File: src/rtl/occ_lookup_arbiter_pkg.sv
// Shared BWA-MEM definitions for the occurrence-lookup path.
//   KLS_W       : width of a BWT interval bound (k, k+s) and of an occurrence count
//   kls_t       : one bound / count
//   occ_cnt_t   : four counts, index 0..3 = A/C/G/T
//   id_width()  : index width for an N-entry requester set (min 1 bit)
package BwaMemDefines;

  localparam int unsigned KLS_W = 40;

  typedef logic [KLS_W-1:0]      kls_t;
  typedef logic [3:0][KLS_W-1:0] occ_cnt_t;

  function automatic int unsigned id_width(input int unsigned n);
    return (n > 1) ? $clog2(n) : 1;
  endfunction

endpackage

File: src/rtl/occ_lookup_arbiter_if.sv
// Bus bundle between requesters, the arbiter and the occurrence-lookup engine.
//   req_*     : per-requester lookup request (valid/ready, interval bounds)
//   rsp_*     : single response channel back to the winning requester
//   eng_*     : start/complete handshake with the lookup engine
// Modports:
//   slave  : the arbiter side (accepts requests, drives responses and engine)
//   master : the environment side (requesters, response consumer, engine)
interface occ_lookup_arbiter_if
  import BwaMemDefines::*;
#(
  parameter int unsigned N_REQ = 4
) ();

  localparam int unsigned ID_W = id_width(N_REQ);

  logic [N_REQ-1:0]            req_valid;
  logic [N_REQ-1:0]            req_ready;
  logic [N_REQ-1:0][KLS_W-1:0] req_k;
  logic [N_REQ-1:0][KLS_W-1:0] req_ks;

  logic                        rsp_valid;
  logic                        rsp_ready;
  logic [ID_W-1:0]             rsp_id;
  occ_cnt_t                    rsp_k;
  occ_cnt_t                    rsp_ks;

  logic                        eng_start;
  kls_t                        eng_k;
  kls_t                        eng_ks;
  logic                        eng_valid;
  occ_cnt_t                    eng_val_k;
  occ_cnt_t                    eng_val_ks;

  modport slave (
    input  req_valid, req_k, req_ks, rsp_ready, eng_valid, eng_val_k, eng_val_ks,
    output req_ready, rsp_valid, rsp_id, rsp_k, rsp_ks, eng_start, eng_k, eng_ks
  );

  modport master (
    output req_valid, req_k, req_ks, rsp_ready, eng_valid, eng_val_k, eng_val_ks,
    input  req_ready, rsp_valid, rsp_id, rsp_k, rsp_ks, eng_start, eng_k, eng_ks
  );

endinterface

File: src/rtl/occ_lookup_arbiter_rr_arbiter.sv
// Round-robin selector.
//   req : request vector
//   ptr : highest-priority index this cycle; search proceeds ptr, ptr+1, ... mod N
//   gnt : one-hot grant (all-zero when no request)
//   idx : index of the granted requester (0 when no request)
module rr_arbiter #(
  parameter int unsigned N  = 4,
  parameter int unsigned IW = 2
) (
  input  logic [N-1:0]  req,
  input  logic [IW-1:0] ptr,
  output logic [N-1:0]  gnt,
  output logic [IW-1:0] idx
);

  int unsigned c;
  logic        found;

  always_comb begin
    gnt   = '0;
    idx   = '0;
    found = 1'b0;
    c     = 0;
    for (int unsigned i = 0; i < N; i++) begin
      c = (32'(ptr) + i) % N;
      if (!found && req[c[IW-1:0]]) begin
        found            = 1'b1;
        gnt[c[IW-1:0]]   = 1'b1;
        idx              = c[IW-1:0];
      end
    end
  end

endmodule

File: src/rtl/occ_lookup_arbiter.sv
// Arbitrates N_REQ occurrence-lookup requesters onto a single lookup engine,
// one lookup outstanding at a time.
//   clk, rst_n  : clock, asynchronous active-low reset
//   bus         : request / response / engine handshakes (slave modport)
//   busy        : high whenever a lookup is in progress (state not IDLE)
//   err_timeout : sticky, set when the engine has not answered within TIMEOUT_CYC
//                 wait cycles; the lookup keeps waiting since the engine cannot abort
module occ_lookup_arbiter
  import BwaMemDefines::*;
#(
  parameter int unsigned N_REQ       = 4,
  parameter int unsigned TIMEOUT_CYC = 4096
) (
  input  logic                 clk,
  input  logic                 rst_n,
  occ_lookup_arbiter_if.slave  bus,
  output logic                 busy,
  output logic                 err_timeout
);

  localparam int unsigned ID_W  = id_width(N_REQ);
  localparam int unsigned CNT_W = $clog2(TIMEOUT_CYC + 1);

  typedef enum logic [1:0] {IDLE, ISSUE, WAIT, RESP} state_e;

  state_e           state_q, state_d;
  logic [ID_W-1:0]  rr_ptr_q;
  logic [ID_W-1:0]  id_q;
  logic [ID_W-1:0]  win_idx;
  logic [N_REQ-1:0] gnt;
  logic             grant_en;
  kls_t             k_q, ks_q;
  occ_cnt_t         rsp_k_q, rsp_ks_q;
  logic [CNT_W-1:0] wait_cnt_q;
  logic             err_q;

  rr_arbiter #(
    .N  (N_REQ),
    .IW (ID_W)
  ) u_rr (
    .req (bus.req_valid),
    .ptr (rr_ptr_q),
    .gnt (gnt),
    .idx (win_idx)
  );

  always_comb begin
    state_d  = state_q;
    grant_en = 1'b0;
    case (state_q)
      IDLE: begin
        // req_ready is combinational from IDLE, so it must also be held off
        // while reset is asserted.
        if (rst_n && (|bus.req_valid)) begin
          grant_en = 1'b1;
          state_d  = ISSUE;
        end
      end
      ISSUE:   state_d = WAIT;
      WAIT:    if (bus.eng_valid) state_d = RESP;
      RESP:    if (bus.rsp_ready) state_d = IDLE;
      default: state_d = IDLE;
    endcase
  end

  assign bus.req_ready = grant_en ? gnt : '0;
  assign bus.eng_start = (state_q == ISSUE);
  assign bus.eng_k     = k_q;
  assign bus.eng_ks    = ks_q;
  assign bus.rsp_valid = (state_q == RESP);
  assign bus.rsp_id    = id_q;
  assign bus.rsp_k     = rsp_k_q;
  assign bus.rsp_ks    = rsp_ks_q;
  assign busy          = (state_q != IDLE);
  assign err_timeout   = err_q;

  always_ff @(posedge clk or negedge rst_n) begin
    if (!rst_n) begin
      state_q    <= IDLE;
      rr_ptr_q   <= '0;
      id_q       <= '0;
      k_q        <= '0;
      ks_q       <= '0;
      rsp_k_q    <= '0;
      rsp_ks_q   <= '0;
      wait_cnt_q <= '0;
      err_q      <= 1'b0;
    end else begin
      state_q <= state_d;

      if (grant_en) begin
        rr_ptr_q <= (win_idx == ID_W'(N_REQ - 1)) ? '0 : win_idx + ID_W'(1);
        id_q     <= win_idx;
        k_q      <= bus.req_k[win_idx];
        ks_q     <= bus.req_ks[win_idx];
      end

      if (state_q == ISSUE) begin
        wait_cnt_q <= '0;
      end

      // Completion takes priority over the timeout reaching its limit in the
      // same cycle; the counter saturates so the flag is set exactly once.
      if (state_q == WAIT) begin
        if (bus.eng_valid) begin
          rsp_k_q  <= bus.eng_val_k;
          rsp_ks_q <= bus.eng_val_ks;
        end else if (wait_cnt_q != CNT_W'(TIMEOUT_CYC)) begin
          wait_cnt_q <= wait_cnt_q + CNT_W'(1);
          if (wait_cnt_q == CNT_W'(TIMEOUT_CYC - 1)) begin
            err_q <= 1'b1;
          end
        end
      end
    end
  end

endmodule

File: src/flat_wrapper.sv
// flat-port wrapper written by rule: the top's interface ports become plain ports
module occ_lookup_arbiter_flat import BwaMemDefines::*;
#(
  parameter int unsigned N_REQ       = 4,
  parameter int unsigned TIMEOUT_CYC = 4096
)
  (clk, rst_n, busy, err_timeout, bus_req_valid, bus_req_k, bus_req_ks, bus_rsp_ready, bus_eng_valid, bus_eng_val_k, bus_eng_val_ks, bus_req_ready, bus_rsp_valid, bus_rsp_id, bus_rsp_k, bus_rsp_ks, bus_eng_start, bus_eng_k, bus_eng_ks);
  occ_lookup_arbiter_if #(.N_REQ(N_REQ)) bus_i ();
  input  logic clk;
  input  logic rst_n;
  output logic busy;
  output logic err_timeout;
  input wire logic [$bits(bus_i.req_valid)-1:0] bus_req_valid;
  input wire logic [$bits(bus_i.req_k)-1:0] bus_req_k;
  input wire logic [$bits(bus_i.req_ks)-1:0] bus_req_ks;
  input wire logic [$bits(bus_i.rsp_ready)-1:0] bus_rsp_ready;
  input wire logic [$bits(bus_i.eng_valid)-1:0] bus_eng_valid;
  input wire logic [$bits(bus_i.eng_val_k)-1:0] bus_eng_val_k;
  input wire logic [$bits(bus_i.eng_val_ks)-1:0] bus_eng_val_ks;
  output wire logic [$bits(bus_i.req_ready)-1:0] bus_req_ready;
  output wire logic [$bits(bus_i.rsp_valid)-1:0] bus_rsp_valid;
  output wire logic [$bits(bus_i.rsp_id)-1:0] bus_rsp_id;
  output wire logic [$bits(bus_i.rsp_k)-1:0] bus_rsp_k;
  output wire logic [$bits(bus_i.rsp_ks)-1:0] bus_rsp_ks;
  output wire logic [$bits(bus_i.eng_start)-1:0] bus_eng_start;
  output wire logic [$bits(bus_i.eng_k)-1:0] bus_eng_k;
  output wire logic [$bits(bus_i.eng_ks)-1:0] bus_eng_ks;
  assign bus_i.req_valid = bus_req_valid;
  assign bus_i.req_k = bus_req_k;
  assign bus_i.req_ks = bus_req_ks;
  assign bus_i.rsp_ready = bus_rsp_ready;
  assign bus_i.eng_valid = bus_eng_valid;
  assign bus_i.eng_val_k = bus_eng_val_k;
  assign bus_i.eng_val_ks = bus_eng_val_ks;
  assign bus_req_ready = bus_i.req_ready;
  assign bus_rsp_valid = bus_i.rsp_valid;
  assign bus_rsp_id = bus_i.rsp_id;
  assign bus_rsp_k = bus_i.rsp_k;
  assign bus_rsp_ks = bus_i.rsp_ks;
  assign bus_eng_start = bus_i.eng_start;
  assign bus_eng_k = bus_i.eng_k;
  assign bus_eng_ks = bus_i.eng_ks;
  occ_lookup_arbiter #(.N_REQ(N_REQ), .TIMEOUT_CYC(TIMEOUT_CYC)) u_core (.clk(clk), .rst_n(rst_n), .bus(bus_i), .busy(busy), .err_timeout(err_timeout));
endmodule
File: config.mk
export PLATFORM = sky130hd
export DESIGN_NAME = occ_lookup_arbiter_flat
export DESIGN_NICKNAME = d
export VERILOG_FILES = /design/src/rtl/occ_lookup_arbiter_pkg.sv /design/src/rtl/occ_lookup_arbiter_if.sv /design/src/rtl/occ_lookup_arbiter_rr_arbiter.sv /design/src/rtl/occ_lookup_arbiter.sv /design/src/flat_wrapper.sv
export SDC_FILE = /design/constraint.sdc
export NUM_CORES = 1
export LEC_CHECK = 0
export CAP_MARGIN = 30
export CORE_AREA = 2 2 409 411
export DETAILED_ROUTE_END_ITERATION = 7
export DIE_AREA = 0 0 411 413
export PLACE_DENSITY = 0.44
export SETUP_SLACK_MARGIN = 0.4
export SYNTH_ARGS = -nofsm -noshare
export SYNTH_HDL_FRONTEND = slang
export SYNTH_SLANG_ARGS = --single-unit
File: constraint.sdc
create_clock -name clk -period 5.8 [get_ports clk]
set_input_delay 1.16 -clock clk [delete_from_list [all_inputs] [get_ports clk]]
set_output_delay 1.16 -clock clk [all_outputs]
set_load 0.03 [all_outputs]
# Word-level counts from Yosys, hierarchy flattened

Cells that the tools add are included.

Equal/unequal tests: 9
Reductions and logical operators: 17
Divide/modulo/power cells: 0
$lt $le $gt $ge: 9
Muxes and demuxes: 43
Multipliers: 0
Add/sub/neg operators: 5
Shifts and indexed selects: 0
Bitwise gates (word level): 4

Operators with widths:

| operator                | count |
|---|---|
| $bmux W40 S2            | 2 |
| $mux W40                | 2 |
| $mux W13                | 4 |
| $mux W4                 | 5 |
| $mux W2                 | 8 |
| $lt A2 B3 Y1 const B    | 5 |
| $add A13 B1 Y13 const B | 1 |
| $eq A13 B12 Y1 const B  | 1 |
| $mux W1                 | 13 |
| $ne A13 B13 Y1 const B  | 1 |
| $or A4 B4 Y4            | 3 |
| $bmux W1 S2             | 4 |
| $demux W1 S2            | 4 |
| $ge A2 B1 Y1 const B    | 4 |
| $logic_and A1 B1 Y1     | 8 |
| $pmux W2 S4             | 1 |
| $eq A2 B2 Y1 const B    | 3 |
| $add A2 B1 Y2 const B   | 2 |
| $add A2 B2 Y2 const B   | 2 |
| $ne A2 B2 Y1 const B    | 2 |
| $reduce_and A4 Y1       | 1 |
| $reduce_or A4 Y1        | 1 |
| $logic_not A1 Y1        | 3 |
| $reduce_and A3 Y1       | 1 |
| 6 further kinds         | 6 |

Memories kept: 0
Bits in read-only memories: 0
Output and inout port bits: 410
Bits in latches: 0
Register bits: 420
Bits in writable memories: 0
Input bits: 648

# Logic depth before layout (Yosys ltp)

Depth in word-level cells: 14
Gate-level depth with buffers: 13

# Cells and area by module

Synthesis repeated with hierarchy kept, for this count alone.

Cell total of the unflattened synthesis: 1,111
Area total of the unflattened synthesis: 18,208.7 um2

By module, submodules not included:

| module             | area each (um2) | cells each | instances |
|---|---|---|---|
| occ_lookup_arbiter | 17,804.6        | 1,063      | 1 |
| rr_arbiter         | 404.1           | 48         | 1 |

# Worst setup path after synthesis

No wires, ideal clock.

Kind: register -> output
Start: reg u_core.rr_ptr_q[0]
End: out bus_req_ready[0]
Arrival time: 2.854 ns
Cell stages (with the launch flop): 12
Buffers on the path: 3
Slack: 1.786 ns
Required time: 4.640 ns
Cell sequence: dfrtp_1 buf_2 clkbuf_1 inv_1 ha_1 mux4_2 nor2b_1 clkbuf_1 a22oi_1 nor2_1 a221oi_1 nor2_1

Word-level cells in the longest chain between the ends: 13

Ends and longest elaborated chain:

| what                                                                  | RTL line                            | text |
|---|---|---|
| start: declaration                                                    | occ_lookup_arbiter.sv:27            | `logic [ID_W-1:0] rr_ptr_q;` |
| start signal: assignment                                              | occ_lookup_arbiter.sv:92            | `rr_ptr_q <= (win_idx == ID_W'(N_REQ - 1)) ? '0 : win_idx + ID_W'(1);` |
| parallel branches: the longest is 11 deep, another holds $lt A2 B3 Y1 | --                                  |  |
| $mux W4 (*)                                                           | occ_lookup_arbiter_rr_arbiter.sv:26 | `if (!found && req[c[IW-1:0]]) begin` |
| $mux W4 (*)                                                           | occ_lookup_arbiter.sv:66            | `assign bus.req_ready = grant_en ? gnt : '0;` |
| end: declaration                                                      | flat_wrapper.sv:20                  | `output wire logic [$bits(bus_i.req_ready)-1:0] bus_req_ready;` |

Every way passes the cells marked *. The select of a mux whose other input is x is not followed.

# Final worst setup path

Start: in bus_req_valid[2]
End: out bus_req_ready[0]

Word-level cells in the longest chain between the ends: 13

Ends and longest elaborated chain:

| what                          | RTL line                            | text |
|---|---|---|
| start: declaration            | flat_wrapper.sv:13                  | `input wire logic [$bits(bus_i.req_valid)-1:0] bus_req_valid;` |
| $bmux W1 S2                   | occ_lookup_arbiter_rr_arbiter.sv:26 |  |
| $mux W1 (not written as such) | occ_lookup_arbiter_rr_arbiter.sv:26 |  |
| $mux W1                       | occ_lookup_arbiter_rr_arbiter.sv:26 |  |
| $logic_not A1 Y1              | occ_lookup_arbiter_rr_arbiter.sv:26 |  |
| $logic_and A1 B1 Y1           | occ_lookup_arbiter_rr_arbiter.sv:26 |  |
| $mux W1                       | occ_lookup_arbiter_rr_arbiter.sv:26 |  |
| $logic_not A1 Y1              | occ_lookup_arbiter_rr_arbiter.sv:26 |  |
| $logic_and A1 B1 Y1           | occ_lookup_arbiter_rr_arbiter.sv:26 |  |
| $mux W1                       | occ_lookup_arbiter_rr_arbiter.sv:26 |  |
| $logic_not A1 Y1              | occ_lookup_arbiter_rr_arbiter.sv:26 |  |
| $logic_and A1 B1 Y1           | occ_lookup_arbiter_rr_arbiter.sv:26 |  |
| $mux W4                       | occ_lookup_arbiter_rr_arbiter.sv:26 |  |
| $mux W4 (*)                   | occ_lookup_arbiter.sv:66            |  |

Mark *: on every way between the ends. The rest lies on a longest branch, timed or not. The select of a mux whose other input is x is not followed.

==> impl_results.md <==
- Tmin final: 5.034 ns
- Share of cells above drive strength 1: 16.54%
- Port buffer count: 1057
- Initial antenna violation count: 58
- Die Height: 413 µm
- Crit path cell chain: clkdlybuf4s50_1 > mux4_2 > nor2b_2 > a22oi_1 > nor2_1 > a221oi_1 > nor2_1 > clkdlybuf4s50_1
- Overflow after GRT: 0
- First drt pass iteration count: 8
- CTS sink cnt: 420
- Die Footprint: 0.1697 mm²
- Vias/cell: 3.948
- Multi-input gate area: 0.009171 mm²
- CP Class: primary input to primary output
- Final Hold Viols: 0
- Fin. max-slew vios: 0
- CP Max Fanout: 11
- Final setup fails: 0
- Avg Cell Area, Syn: 11.42 µm²
- Share of synthesized registers carrying an async set or reset: 100.0%
- Post-Syn Nets: 2447
- Antenna-violating nets left: 0
- RSZ-0062 raised after global routing: false
- Clock root cell: clkbuf_16
- CTS buffer count: 55
- Setup crit end kind: primary output
- Fillers: 17970
- FF+latch count, synth: 420
- Area share of the largest cell type after synthesis: 51.60%
- Sequential area share after synthesis: 51.60%
- IO Count: 1058
- Primary FF master, synth: dfrtp_1
- Crit-path max cell delay: 0.68 ns
- Max Clk Rate: 0.1987 GHz
- PD cells: 607.5 mW/mm²
- Clk_lat worst skew: 0.65 ns
- Post-detail-place hpwl: 102.2 mm
- Type of origin of the critical path: primary input
- # Max-Cap Violations: 0
- Leakage: 13.43 nW
- CP required: 4.64 ns
- Status: finished, violations left
- Final worst-path cycle share: 86.79%
- Vias in the first global route: 19740
- Post-synth EDFFs: 0
- Rel. slew slack: 33.70%
- CTS tree: done
- Placer Congestion: 0.8348
- H-tree Lvls: 2
- P&R area growth vs syn: 73.70%
- Wire length per cell: 25.61 µm
- Yosys cell types: 47
- First-pass GRT wire length: 170.4 mm
- Deepest clock path buffer count: 3
- Synth area leader: dfrtp_1
- Post-Place Worst Slack: 0.5982 ns
- Iteration-0 DRC Markers: 1313
- Top post-synthesis cells by area: dfrtp_1 (52%), mux2_2 (18%), nand3_1 (6.0%)
- Peak VDD IR: 0.0003502 V
- Final core utilization: 21.32%
- Post-Synthesis Cells: 1784
- Reg clk slew, reported paths: 0.05 ns
- CORE AREA: 0.1659 mm²
- Chip Width: 411 µm
- Gr usage total: 14.33%
- Yosys warnings: 0
- CP max-delay cell: clkdlybuf4s50_1
- Worst slew pin tran: 0.9945 ns
- Largest net degree at the start of global routing: 112
- Starting density of the core: 12.28%
- Num rows: 150
- Clock skew: 0.02090 ns
- Cell area after synthesis: 0.02037 mm²
- Critical path arrival: 3.87 ns
- PnR worst setup slack: 0.7662 ns
- Vias: 19870
- Worst min path class: primary input to async pin
- # nets final: 3440
- FF+latch area: 0.01051 mm²
- Setup TNS: 0 ns
- DR DRC count: 4
- Failing checks: DRC
- WL final: 128.9 mm
-- timing repair --
| item | in CTS | in global routing |
|---|---|---|
| buffers inserted | 0 | 0 |
| hold buffers | 0 | 0 |
| gates resized for setup | 0 | 1 |
| setup endpoints to repair | 0 | 2 |
-- cell families (layout without fill, tap and decap cells) --
family / after synthesis / in the layout / share of synthesized area, %
simple gates: 478 / 478 / 10.81
xor+xnor: 2 / 2 / 0.08602
buf+inv: 175 / 1208 / 3.668
other cells: 0 / 12 / 0
fa+ha+maj: 15 / 15 / 0.9215
compound gates: 370 / 370 / 14.84
mux: 324 / 324 / 18.07
flops: 420 / 420 / 51.60
-- critical path, delay by kind of cell --
family	cells	cell delay, ns
AOI/OAI and AO/OA	2	0.19
muxes	1	0.62
buffers and inverters	2	1.26
and+or+nand+nor	3	0.63
-- sequential cells by signal, summed over array words and instances, names as in the netlist, 2 cells and up --
| register | cells |
|---|---|
| u_core.bus.eng_k | 40 |
| u_core.bus.eng_ks | 40 |
| u_core.bus.rsp_id | 2 |
| u_core.bus.rsp_k | 160 |
| u_core.bus.rsp_ks | 160 |
| u_core.rr_ptr_q | 2 |
| u_core.state_q | 2 |
| u_core.wait_cnt_q | 13 |
-- layout by cell type, fill, tap and decap left out, types with 3 or more instances in the layout --
cell,n
a21oi_1,4
a221o_1,80
a221oi_1,5
a22oi_1,4
a31oi_1,81
and3_1,5
buf_12,11
buf_4,34
clkbuf_1,15
clkbuf_16,55
clkbuf_8,13
clkdlybuf4s50_1,1054
clkinv_2,7
dfrtp_1,419
diode_2,12
ha_1,15
inv_1,10
mux2_2,320
mux4_2,3
nand2_1,178
nand2b_1,4
nand3_1,244
nor2_1,21
nor2b_1,5
o21ai_0,22
o221a_1,80
o22ai_1,82
-- layout make-up --
class                   instances  share of cell area [%]
inverters                      10                  0.1061
diodes                         12                 0.08488
clock inverters                14                  0.5305
multi-input cells            1189                   25.92
well taps                    2204                   7.795
repair buffers               1101                   31.29
flip-flops and latches        420                   29.72
clock buffers                  83                   4.555
-- power by group --
group	switching, mW	leakage, nW	internal, mW
Sequential	0.860	5.04	4.40
Clock	1.48	0.879	2.00
Combinational	7.69	7.52	5.06
-- cells in the mapped netlist, types with 4 or more instances --
cell,instances
dfrtp_1,420
mux2_2,320
nand3_1,244
nand2_1,180
clkbuf_1,131
o22ai_1,82
a31oi_1,81
a221o_1,80
o221a_1,80
nor2_1,22
o21ai_0,22
buf_2,18
ha_1,15
inv_1,10
buf_6,9
buf_1,7
nand2b_1,6
nor2b_1,6
a21oi_1,5
a221oi_1,5
and3_1,5
a22oi_1,4
-- metal layers --
| layer | track usage (%) | wire, µm | vias up | share of wire, % |
|---|---|---|---|---|
| li1 | - | - | 8783 | - |
| met4 | 2.968 | 2877 | 34 | 2.2 |
| met3 | 4.320 | 10500 | 198 | 8.1 |
| met2 | 25.19 | 63960 | 946 | 50 |
| met1 | 17.12 | 51320 | 9911 | 40 |
| met5 | 0 | 212 | - | 0.16 |
-- path summary, 6_finish.rpt --
check	endpoint	from	cells past startpoint	slack (ns)
hold / removal	u_core.bus.rsp_ks[148]	rst_n	1	0.45
setup / recovery	bus_req_ready[0]	bus_req_valid[2]	8	0.77
min in group clk	u_core.bus.rsp_id[1]	u_core.bus.rsp_id[1]	2	0.48
hold reg to reg	u_core.bus.rsp_id[1]	u_core.bus.rsp_id[1]	2	0.48
setup reg to reg	u_core.bus.eng_k[13]	u_core.rr_ptr_q[0]	9	1.70
max in group asynchronous	u_core.bus.eng_ks[7]	rst_n	3	3.59
-- per-stage QoR --
step	cell area, µm²	std cells	hold slack (ns)	power, mW
after floorplan	20370	1784	0.4585	12.07
after global placement	33520	4923	0.4642	18.18
after detailed placement	33550	4924	0.4728	18.25
after CTS	35350	5021	0.3904	21.90
after global routing	35360	5025	0.4209	22.63
final	35380	5033	0.4510	21.49
(Power assumes the default switching activity.)
